## config.mk

```make
export PLATFORM = sky130hd
export DESIGN_NAME = prng_key_ctrl
export DESIGN_NICKNAME = d
export VERILOG_FILES = /design/src/rtl/prng_key_ctrl.sv
export SDC_FILE = /design/constraint.sdc
export NUM_CORES = 1
export LEC_CHECK = 0
export ABC_AREA = 1
export CORE_MARGIN = 2
export CORE_UTILIZATION = 48
export CTS_BUF_LIST = sky130_fd_sc_hd__clkbuf_8
export DETAILED_ROUTE_END_ITERATION = 10
export GPL_ROUTABILITY_DRIVEN = 0
export PLACE_DENSITY_LB_ADDON = 0.08
export SYNTH_ARGS = -nofsm -noshare
export SYNTH_HDL_FRONTEND = slang
export SYNTH_SLANG_ARGS = --single-unit
```

## constraint.sdc

```tcl
create_clock -name clk -period 2.1 [get_ports clk]
set_input_delay 0.42 -clock clk [delete_from_list [all_inputs] [get_ports clk]]
set_output_delay 0.42 -clock clk [all_outputs]
set_load 0.01 [all_outputs]
```

## src/rtl/prng_key_ctrl.sv

```systemverilog
// Key sequencer for the ChaCha20 PRNG: seeds the generator, steps it, and packs
// WORDS successive outputs into one wide key offered over a valid/ack handshake.
module prng_key_ctrl #(
    parameter int N     = 32,
    parameter int WORDS = 8,
    parameter int SKIP  = 0
) (
    input  logic               clk,
    input  logic               rst,
    input  logic               req,
    input  logic               rekey,
    input  logic [N-1:0]       seed_in,
    input  logic [N-1:0]       prng_key,
    input  logic               prng_ready,
    output logic               prng_start,
    output logic               prng_new_key,
    output logic [N-1:0]       prng_count_load,
    output logic [N*WORDS-1:0] key_out,
    output logic               key_valid,
    input  logic               key_ack,
    output logic               busy,
    output logic [7:0]         key_cnt
);

    localparam int IW = (WORDS > 1) ? $clog2(WORDS) : 1;
    localparam int SW = (SKIP > 0) ? $clog2(SKIP + 1) : 1;

    localparam logic [2:0] S_IDLE     = 3'd0;
    localparam logic [2:0] S_SEED     = 3'd1;
    localparam logic [2:0] S_WAIT_RDY = 3'd2;
    localparam logic [2:0] S_STEP     = 3'd3;
    localparam logic [2:0] S_CAPTURE  = 3'd4;
    localparam logic [2:0] S_VALID    = 3'd5;

    logic [2:0]         state_q, state_d;
    logic               seeded_q, seeded_d;
    logic               req_pend_q, req_pend_d;
    logic [IW-1:0]      idx_q, idx_d;
    logic [SW-1:0]      skip_q, skip_d;
    logic [N*WORDS-1:0] key_q, key_d;
    logic               key_valid_q;
    logic               start_q;
    logic               new_key_q;
    logic [N-1:0]       count_load_q, count_load_d;
    logic               busy_q;
    logic [7:0]         key_cnt_q, key_cnt_d;
    logic               pend_eff;

    // A request arriving this cycle acts immediately, so IDLE leaves without
    // waiting a cycle for the pending flag to register.
    assign pend_eff = req_pend_q | (req & (state_q != S_VALID));

    always_comb begin
        state_d      = state_q;
        seeded_d     = seeded_q;
        req_pend_d   = pend_eff;
        idx_d        = idx_q;
        skip_d       = skip_q;
        key_d        = key_q;
        key_cnt_d    = key_cnt_q;
        count_load_d = count_load_q;

        case (state_q)
            S_IDLE: begin
                if (pend_eff) begin
                    state_d = seeded_q ? S_STEP : S_SEED;
                end
            end
            S_SEED: state_d = S_WAIT_RDY;
            S_WAIT_RDY: begin
                if (prng_ready) begin
                    seeded_d = 1'b1;
                    state_d  = pend_eff ? S_STEP : S_IDLE;
                end
            end
            S_STEP: state_d = S_CAPTURE;
            S_CAPTURE: begin
                if (skip_q != SW'(SKIP)) begin
                    skip_d  = skip_q + 1'b1;
                    state_d = S_STEP;
                end else begin
                    for (int unsigned w = 0; w < WORDS; w++) begin
                        if (idx_q == IW'(w)) begin
                            key_d[w*N +: N] = prng_key;
                        end
                    end
                    skip_d = '0;
                    if (idx_q == IW'(WORDS - 1)) begin
                        idx_d      = '0;
                        req_pend_d = 1'b0;
                        state_d    = S_VALID;
                    end else begin
                        idx_d   = idx_q + 1'b1;
                        state_d = S_STEP;
                    end
                end
            end
            S_VALID: begin
                if (key_ack) begin
                    key_cnt_d = key_cnt_q + 8'd1;
                    state_d   = S_IDLE;
                end
            end
            default: state_d = S_IDLE;
        endcase

        // Reseed abandons partial words but leaves key_out holding stale data.
        if (rekey) begin
            state_d    = S_SEED;
            seeded_d   = 1'b0;
            idx_d      = '0;
            skip_d     = '0;
            key_d      = key_q;
            key_cnt_d  = key_cnt_q;
            req_pend_d = req_pend_q | req;
        end

        if (state_d == S_SEED) begin
            count_load_d = (seed_in == '0) ? N'(1) : seed_in;
        end
    end

    always_ff @(posedge clk) begin
        if (rst) begin
            state_q      <= S_IDLE;
            seeded_q     <= 1'b0;
            req_pend_q   <= 1'b0;
            idx_q        <= '0;
            skip_q       <= '0;
            key_q        <= '0;
            key_valid_q  <= 1'b0;
            start_q      <= 1'b0;
            new_key_q    <= 1'b0;
            count_load_q <= '0;
            busy_q       <= 1'b0;
            key_cnt_q    <= '0;
        end else begin
            state_q      <= state_d;
            seeded_q     <= seeded_d;
            req_pend_q   <= req_pend_d;
            idx_q        <= idx_d;
            skip_q       <= skip_d;
            key_q        <= key_d;
            key_valid_q  <= (state_d == S_VALID);
            start_q      <= (state_d == S_SEED);
            new_key_q    <= (state_d == S_STEP);
            count_load_q <= count_load_d;
            busy_q       <= (state_d != S_IDLE);
            key_cnt_q    <= key_cnt_d;
        end
    end

    assign prng_start      = start_q;
    assign prng_new_key    = new_key_q;
    assign prng_count_load = count_load_q;
    assign key_out         = key_q;
    assign key_valid       = key_valid_q;
    assign busy            = busy_q;
    assign key_cnt         = key_cnt_q;

endmodule

```

==> results.cfg, run 1 <==
[timing]
maxSlewViolCount = 0
worst_slew_margin_rel_pct = 63.5
fmax_ghz = 0.509
setup_total_negative_slack_ns = 0
final_setup_fails = 0
min_period_over_period_pct = 93.6
post-route-min-period_ns = 1.97
worst_slew_pin_slew_ns = 0.546
rsz0062_at_grt = no
hold_viol = 0
worst_clock_skew_ns = 0.0368
worst_hold_check_slack_ns = 0.462

[drt]
dr.first_iter.drc_count = 991
routed_via_density = 5.05
drc = 0
detail_route.wl_per_cell_um = 16.8
dr_total_vias = 11076
first_pass_iters = 5
route.antenna.remaining_nets = 0
final_wirelength_mm = 36.8

[logic_synthesis]
synth_fp_nets = 1591
synth.ff_latch_count = 308
syn-instance-count = 1514
yosysWarningCount = 0
seq_area_frac_synth_pct = 54.0
syn_area_mm2 = 0.0114
synth_cell_types = 29
synth.avg_cell_area_um2 = 7.54

[cts]
clock_tree.buffer_depth = 3
cts_tree = done
cts_root_buffer = sky130_fd_sc_hd__clkbuf_8
clk_latency_ns = 0.56
cts_buffers = 49
clkSlewWorstSetupHoldPaths_ns = 0.06
clkSinkCount = 308
cts_hold_buffers = 0
number_of_gates_given_a_new_drive_strength_after_cts = 0
cts_max_level = 2
postCtsSetupBuffers = 0

[layout]
syn_to_final_growth_pct = 42.9
drive_gt1_share_pct = 6.50
final_net_count = 1923
mostFrequentLayoutCells = sky130_fd_sc_hd__nor2_1 (576), sky130_fd_sc_hd__clkdlybuf4s50_1 (369), sky130_fd_sc_hd__dfxtp_1 (308)
layout_commonest_cell = sky130_fd_sc_hd__nor2_1
diodes = 0

[critical_path]
cp.required_ns = 1.68
cpPeakStageDelay_ns = 0.59
crit_path_cell_trace = clkdlybuf4s50_1
worst-r2r-setup-slack_ns = 0.33
critical-path-top-delay-family = buffers and inverters
worstPathBufferInverterCount = 1
timing_worst_setup_path_type = flop to output port
critical-path-slowest-cell = sky130_fd_sc_hd__clkdlybuf4s50_1
path_max_fanout = 4
crit_path_end_kind = output port
start_kind = flop
worst-endpoint-arrival_ns = 1.55

[run]
timing.max_cap.violations = 0

[global_route]
number_of_antenna_violations_at_the_first_check_in_global_routing = 0
grt_start_max_net_pins = 94
global_route.overflow_total = 0
first_global_vias = 10246
grt_first_pass_wirelength_mm = 55.4
total_grt_usage_pct = 28.1

[pwr]
ir_worst_vdd_uv = 688
leakage_power_summed_over_all_cells_uw = 0.00702
powerDensity_mw_per_mm2 = 705
power_total_uw = 11500

[floorplan]
std_cell_rows = 56
start_util_pct = 48.8
die-height_um = 158
chipWidth_um = 158
ports_placed_on_the_boundary = 370
area_inside_the_core_boundary_mm2 = 0.0234
design.die.area_mm2 = 0.0250

[worst_hold_path]
hp-class = flop to flop

[placed_design]
place.port_buffers = 369
place_hpwl_mm = 24.4

[run_status]
status = complete, no violations
[synthesized netlist by cell type (all sizes together)]
library cell	n	area, µm²
nand3	51	260
o211a	1	10.0
nor3	7	35.0
nand4	1	6.26
and2	1	6.26
nor3b	1	7.51
o21ai	266	1330
nor2	584	2210
xor2	1	8.76
a31oi	1	6.26
a21oi	38	228
clkbuf	55	206
ha	7	87.6
clkinv	1	3.75
buf	70	367
dfxtp	308	6170
nand2	58	230
a211oi	1	7.51
inv	62	238
[registers in the layout, indices dropped and copies added (netlist names), 3 cells and up]
register         flops
state_q              3
key_out            256
key_cnt              8
prng_count_load     32
idx_q                3
[metrics by stage]
| step | area (µm²) | std cells | worst slack (ns) | util [%] |
|---|---|---|---|---|
| final | 16300 | 2195 | 0.135 | 69.7 |
| after global routing | 16300 | 2195 | 0.0861 | 69.7 |
| after CTS | 16300 | 2195 | 0.0905 | 69.7 |
| after detailed placement | 15400 | 2114 | 0.0397 | 66.0 |
| after global placement | 15400 | 2114 | 0.0775 | 66.0 |
| after floorplan | 11400 | 1514 | 0.503 | - |
[power by group]
part / switching (µW) / internal [µW] / total, µW
registers: 48.4 / 5930 / 5980
logic: 471 / 400 / 871
clock network: 2240 / 2410 / 4650
total: 2760 / 8740 / 11500
[worst min-delay path, stage by stage, from the launching register on]
cell and delay [ns]:
sky130_fd_sc_hd__dfxtp_1 0.29, sky130_fd_sc_hd__inv_1 0.06, sky130_fd_sc_hd__a21oi_1 0.06
[routing by layer]
metal / routed length, µm / GRT usage, % / vias up
li1: - / - / 5462
met3: 3560 / 9.14 / 70
met1: 15000 / 34.5 / 5124
met5: 0 / 0 / -
met4: 882 / 8.15 / 0
met2: 17300 / 47.4 / 420
[layout make-up]
cell class	count	area (µm²)
Sequential cell	308	6170
Multi-Input combinational cell	1018	4450
Inverter	63	246
Tap cell	319	399
Clock inverter	25	105
Clock buffer	56	771
Fill cell	2006	7080
Timing Repair Buffer	406	4180
[final timing paths]
| kind | start | endpoint | cells past startpoint |
|---|---|---|---|
| worst max register to register | idx_q[0] | prng_count_load[6] | 11 |
| worst min-delay path | seeded_q | seeded_q | 2 |
| worst min register to register | seeded_q | seeded_q | 2 |
| worst max-delay path | key_cnt[0] | key_cnt[0] | 1 |
[kinds of logic (layout without fill, tap and decap cells)]
kind of cell	count (synthesis)	after routing	synth area share, %
AOI/OAI and AO/OA	307	307	13.9
xor gates and xnor gates	1	1	0.0767
adders and majority gates	7	7	0.767
buffers and inverters	188	550	7.13
DFF	308	308	54.0
and+or+nand+nor	703	703	24.2
Power figures use the tool's default switching activity.
==> run 2: changes to the inputs <==
--- a/config.mk
+++ b/config.mk
@@ -7,7 +7,7 @@
 export LEC_CHECK = 0
 export ABC_AREA = 1
 export CORE_MARGIN = 2
-export CORE_UTILIZATION = 48
+export CORE_UTILIZATION = 43
 export CTS_BUF_LIST = sky130_fd_sc_hd__clkbuf_8
 export DETAILED_ROUTE_END_ITERATION = 10
 export GPL_ROUTABILITY_DRIVEN = 0
==> constraint.sdc (replaced) <==
create_clock -name clk -period 1.8 [get_ports clk]
set_input_delay 0.36 -clock clk [delete_from_list [all_inputs] [get_ports clk]]
set_output_delay 0.36 -clock clk [all_outputs]
set_load 0.01 [all_outputs]
==> run 2 against run 1 <==
First-iteration DRC count is 9.8% lower. Count of clock-buffer cells in the layout rose by 6. Setup slack better by 0.0079 ns. Power is 20% higher. Critical path type is now flop to flop.
==> results.cfg, run 2 (same netlist as run 1, synthesis figures left out) <==
[run_status]
status = complete, no violations

[timing]
worst_slew_pin_slew_ns = 0.514
final_setup_fails = 0
post-route-min-period_ns = 1.66
min_period_over_period_pct = 92.1
worst_slew_margin_rel_pct = 65.6
worst_clock_skew_ns = 0.0177
setup_slack_ns = 0.143
fmax_ghz = 0.603
hold_viol = 0
maxSlewViolCount = 0
worst_hold_check_slack_ns = 0.455

[floorplan]
design.die.area_mm2 = 0.0279
die-height_um = 167
start_util_pct = 43.8
std_cell_rows = 59
area_inside_the_core_boundary_mm2 = 0.0261
ports_placed_on_the_boundary = 370
chipWidth_um = 167

[placed_design]
placement_setup_slack_ns = -0.182
placed_instances = 2150
place.port_buffers = 369
place_hpwl_mm = 25.6

[layout]
diodes = 0
drive_gt1_share_pct = 8.35
syn_to_final_growth_pct = 43.9
register_area_mm2 = 0.00617
largest_register_ffs = 256
final_net_count = 1946
instances_no_fill = 2239
fill_cells = 2454
multi_input_comb_area_mm2 = 0.00450
postLayoutCoreUtil_pct = 63.0
mostFrequentLayoutCells = sky130_fd_sc_hd__nor2_1 (575), sky130_fd_sc_hd__dfxtp_1 (304), sky130_fd_sc_hd__dlygate4sd2_1 (287)
layout_commonest_cell = sky130_fd_sc_hd__nor2_1

[cts]
clkSlewWorstSetupHoldPaths_ns = 0.06
cts_hold_buffers = 0
cts_buffers = 50
clk_latency_ns = 0.57
cts_root_buffer = sky130_fd_sc_hd__clkbuf_8
cts_max_level = 2
cts_tree = done
clkSinkCount = 308
clock_tree.buffer_depth = 3

[drt]
drc = 0
route.antenna.remaining_nets = 0
dr.first_iter.drc_count = 894
final_wirelength_mm = 38.1
detail_route.wl_per_cell_um = 17.0
routed_via_density = 4.96
dr_total_vias = 11113
first_pass_iters = 6

[global_route]
grt_start_max_net_pins = 48
grt_first_pass_wirelength_mm = 59.4
first_global_vias = 10516
global_route.overflow_total = 0
number_of_antenna_violations_at_the_first_check_in_global_routing = 0
total_grt_usage_pct = 26.5

[critical_path]
crit_path_end_kind = flop
worst-r2r-cell-count = 10
timing_worst_setup_path_type = flop to flop
start_kind = flop
worst-r2r-setup-slack_ns = 0.14
worst-endpoint-arrival_ns = 2.11
launching_point_of_the_worst_reg2reg_path = idx_q[0]
reg2reg_to = prng_count_load[5]
path_max_fanout = 13
cp.required_ns = 2.26

[worst_hold_path]
hold_path_depth = 2
hold_path_startpoint = key_cnt[7]
timing.hold.worst_endpoint = key_cnt[7]
hp-class = flop to flop

[run]
timing.max_cap.violations = 0

[pwr]
power_total_uw = 13800
leakage_power_summed_over_all_cells_uw = 0.00881
powerDensity_mw_per_mm2 = 842
ir_worst_vdd_uv = 588
[run 2: metal layers]
layer  vias up  share of wire [%]  GRT usage (%)
li1       5508                  -              -
met1      5155                 42           33.1
met2       386                 47           43.7
met3        64                8.6           8.58
met4         0                2.4           7.57
met5         -                  0              0
[run 2: final cells by class]
cell class                 instances  share of cell area (%)
clock buffer                      62                    5.19
clock inverter                    25                   0.617
inverter                          63                    1.52
multi-input combinational       1018                    27.4
sequential                       308                    37.6
tap                              335                    2.55
timing repair buffer             428                    25.2
[run 2: stage by stage]
stage	setup TNS, ns	cell area, µm²
floorplan	0	11400
global placement	-24.86	15700
detailed placement	-31.24	15700
CTS	0	16300
global route	-0.0140	16400
finish	0	16400
[run 2: worst max-delay path: stages, from the launching register on]
cell and delay, ns:
sky130_fd_sc_hd__dfxtp_2 0.35, sky130_fd_sc_hd__ha_2 0.19, sky130_fd_sc_hd__ha_1 0.19, sky130_fd_sc_hd__nand2_1 0.09, sky130_fd_sc_hd__nand2_1 0.08, sky130_fd_sc_hd__nand2_1 0.07, sky130_fd_sc_hd__nand2_2 0.11, sky130_fd_sc_hd__clkinv_4 0.10
sky130_fd_sc_hd__clkbuf_16 0.19, sky130_fd_sc_hd__a21oi_1 0.13, sky130_fd_sc_hd__nor2_1 0.06
[run 2: how the worst max path moves through the flow]
| stage | start | end | depth (start not counted) | slack [ns] |
|---|---|---|---|---|
| 4_1_cts | key_out[133] | key_out[133] | 1 | 0.0006 |
| 3_3_place_gp | rekey | key_out[19] | 8 | -0.14 |
| 2_1_floorplan | idx_q[0] | prng_count_load[24] | 10 | 0.20 |
| 3_5_place_dp | rekey | key_out[15] | 8 | -0.18 |
| 6_report | idx_q[0] | prng_count_load[5] | 10 | 0.14 |
| 5_1_grt | idx_q[0] | prng_count_load[3] | 10 | -0.01 |
[run 2: where the power goes]
group          internal (µW)  total, µW  switching (µW)
Sequential              6920       6970            56.0
Clock                   3080       5830            2750
Combinational            457       1030             577
[run 2: repair_timing]
item                       in CTS  in global routing
gates resized for setup       288                 27
hold endpoints to repair        0                  0
setup endpoints to repair     287                 76
pin swaps                       0                  1
gates cloned                    0                  2
setup buffers                   0                  0
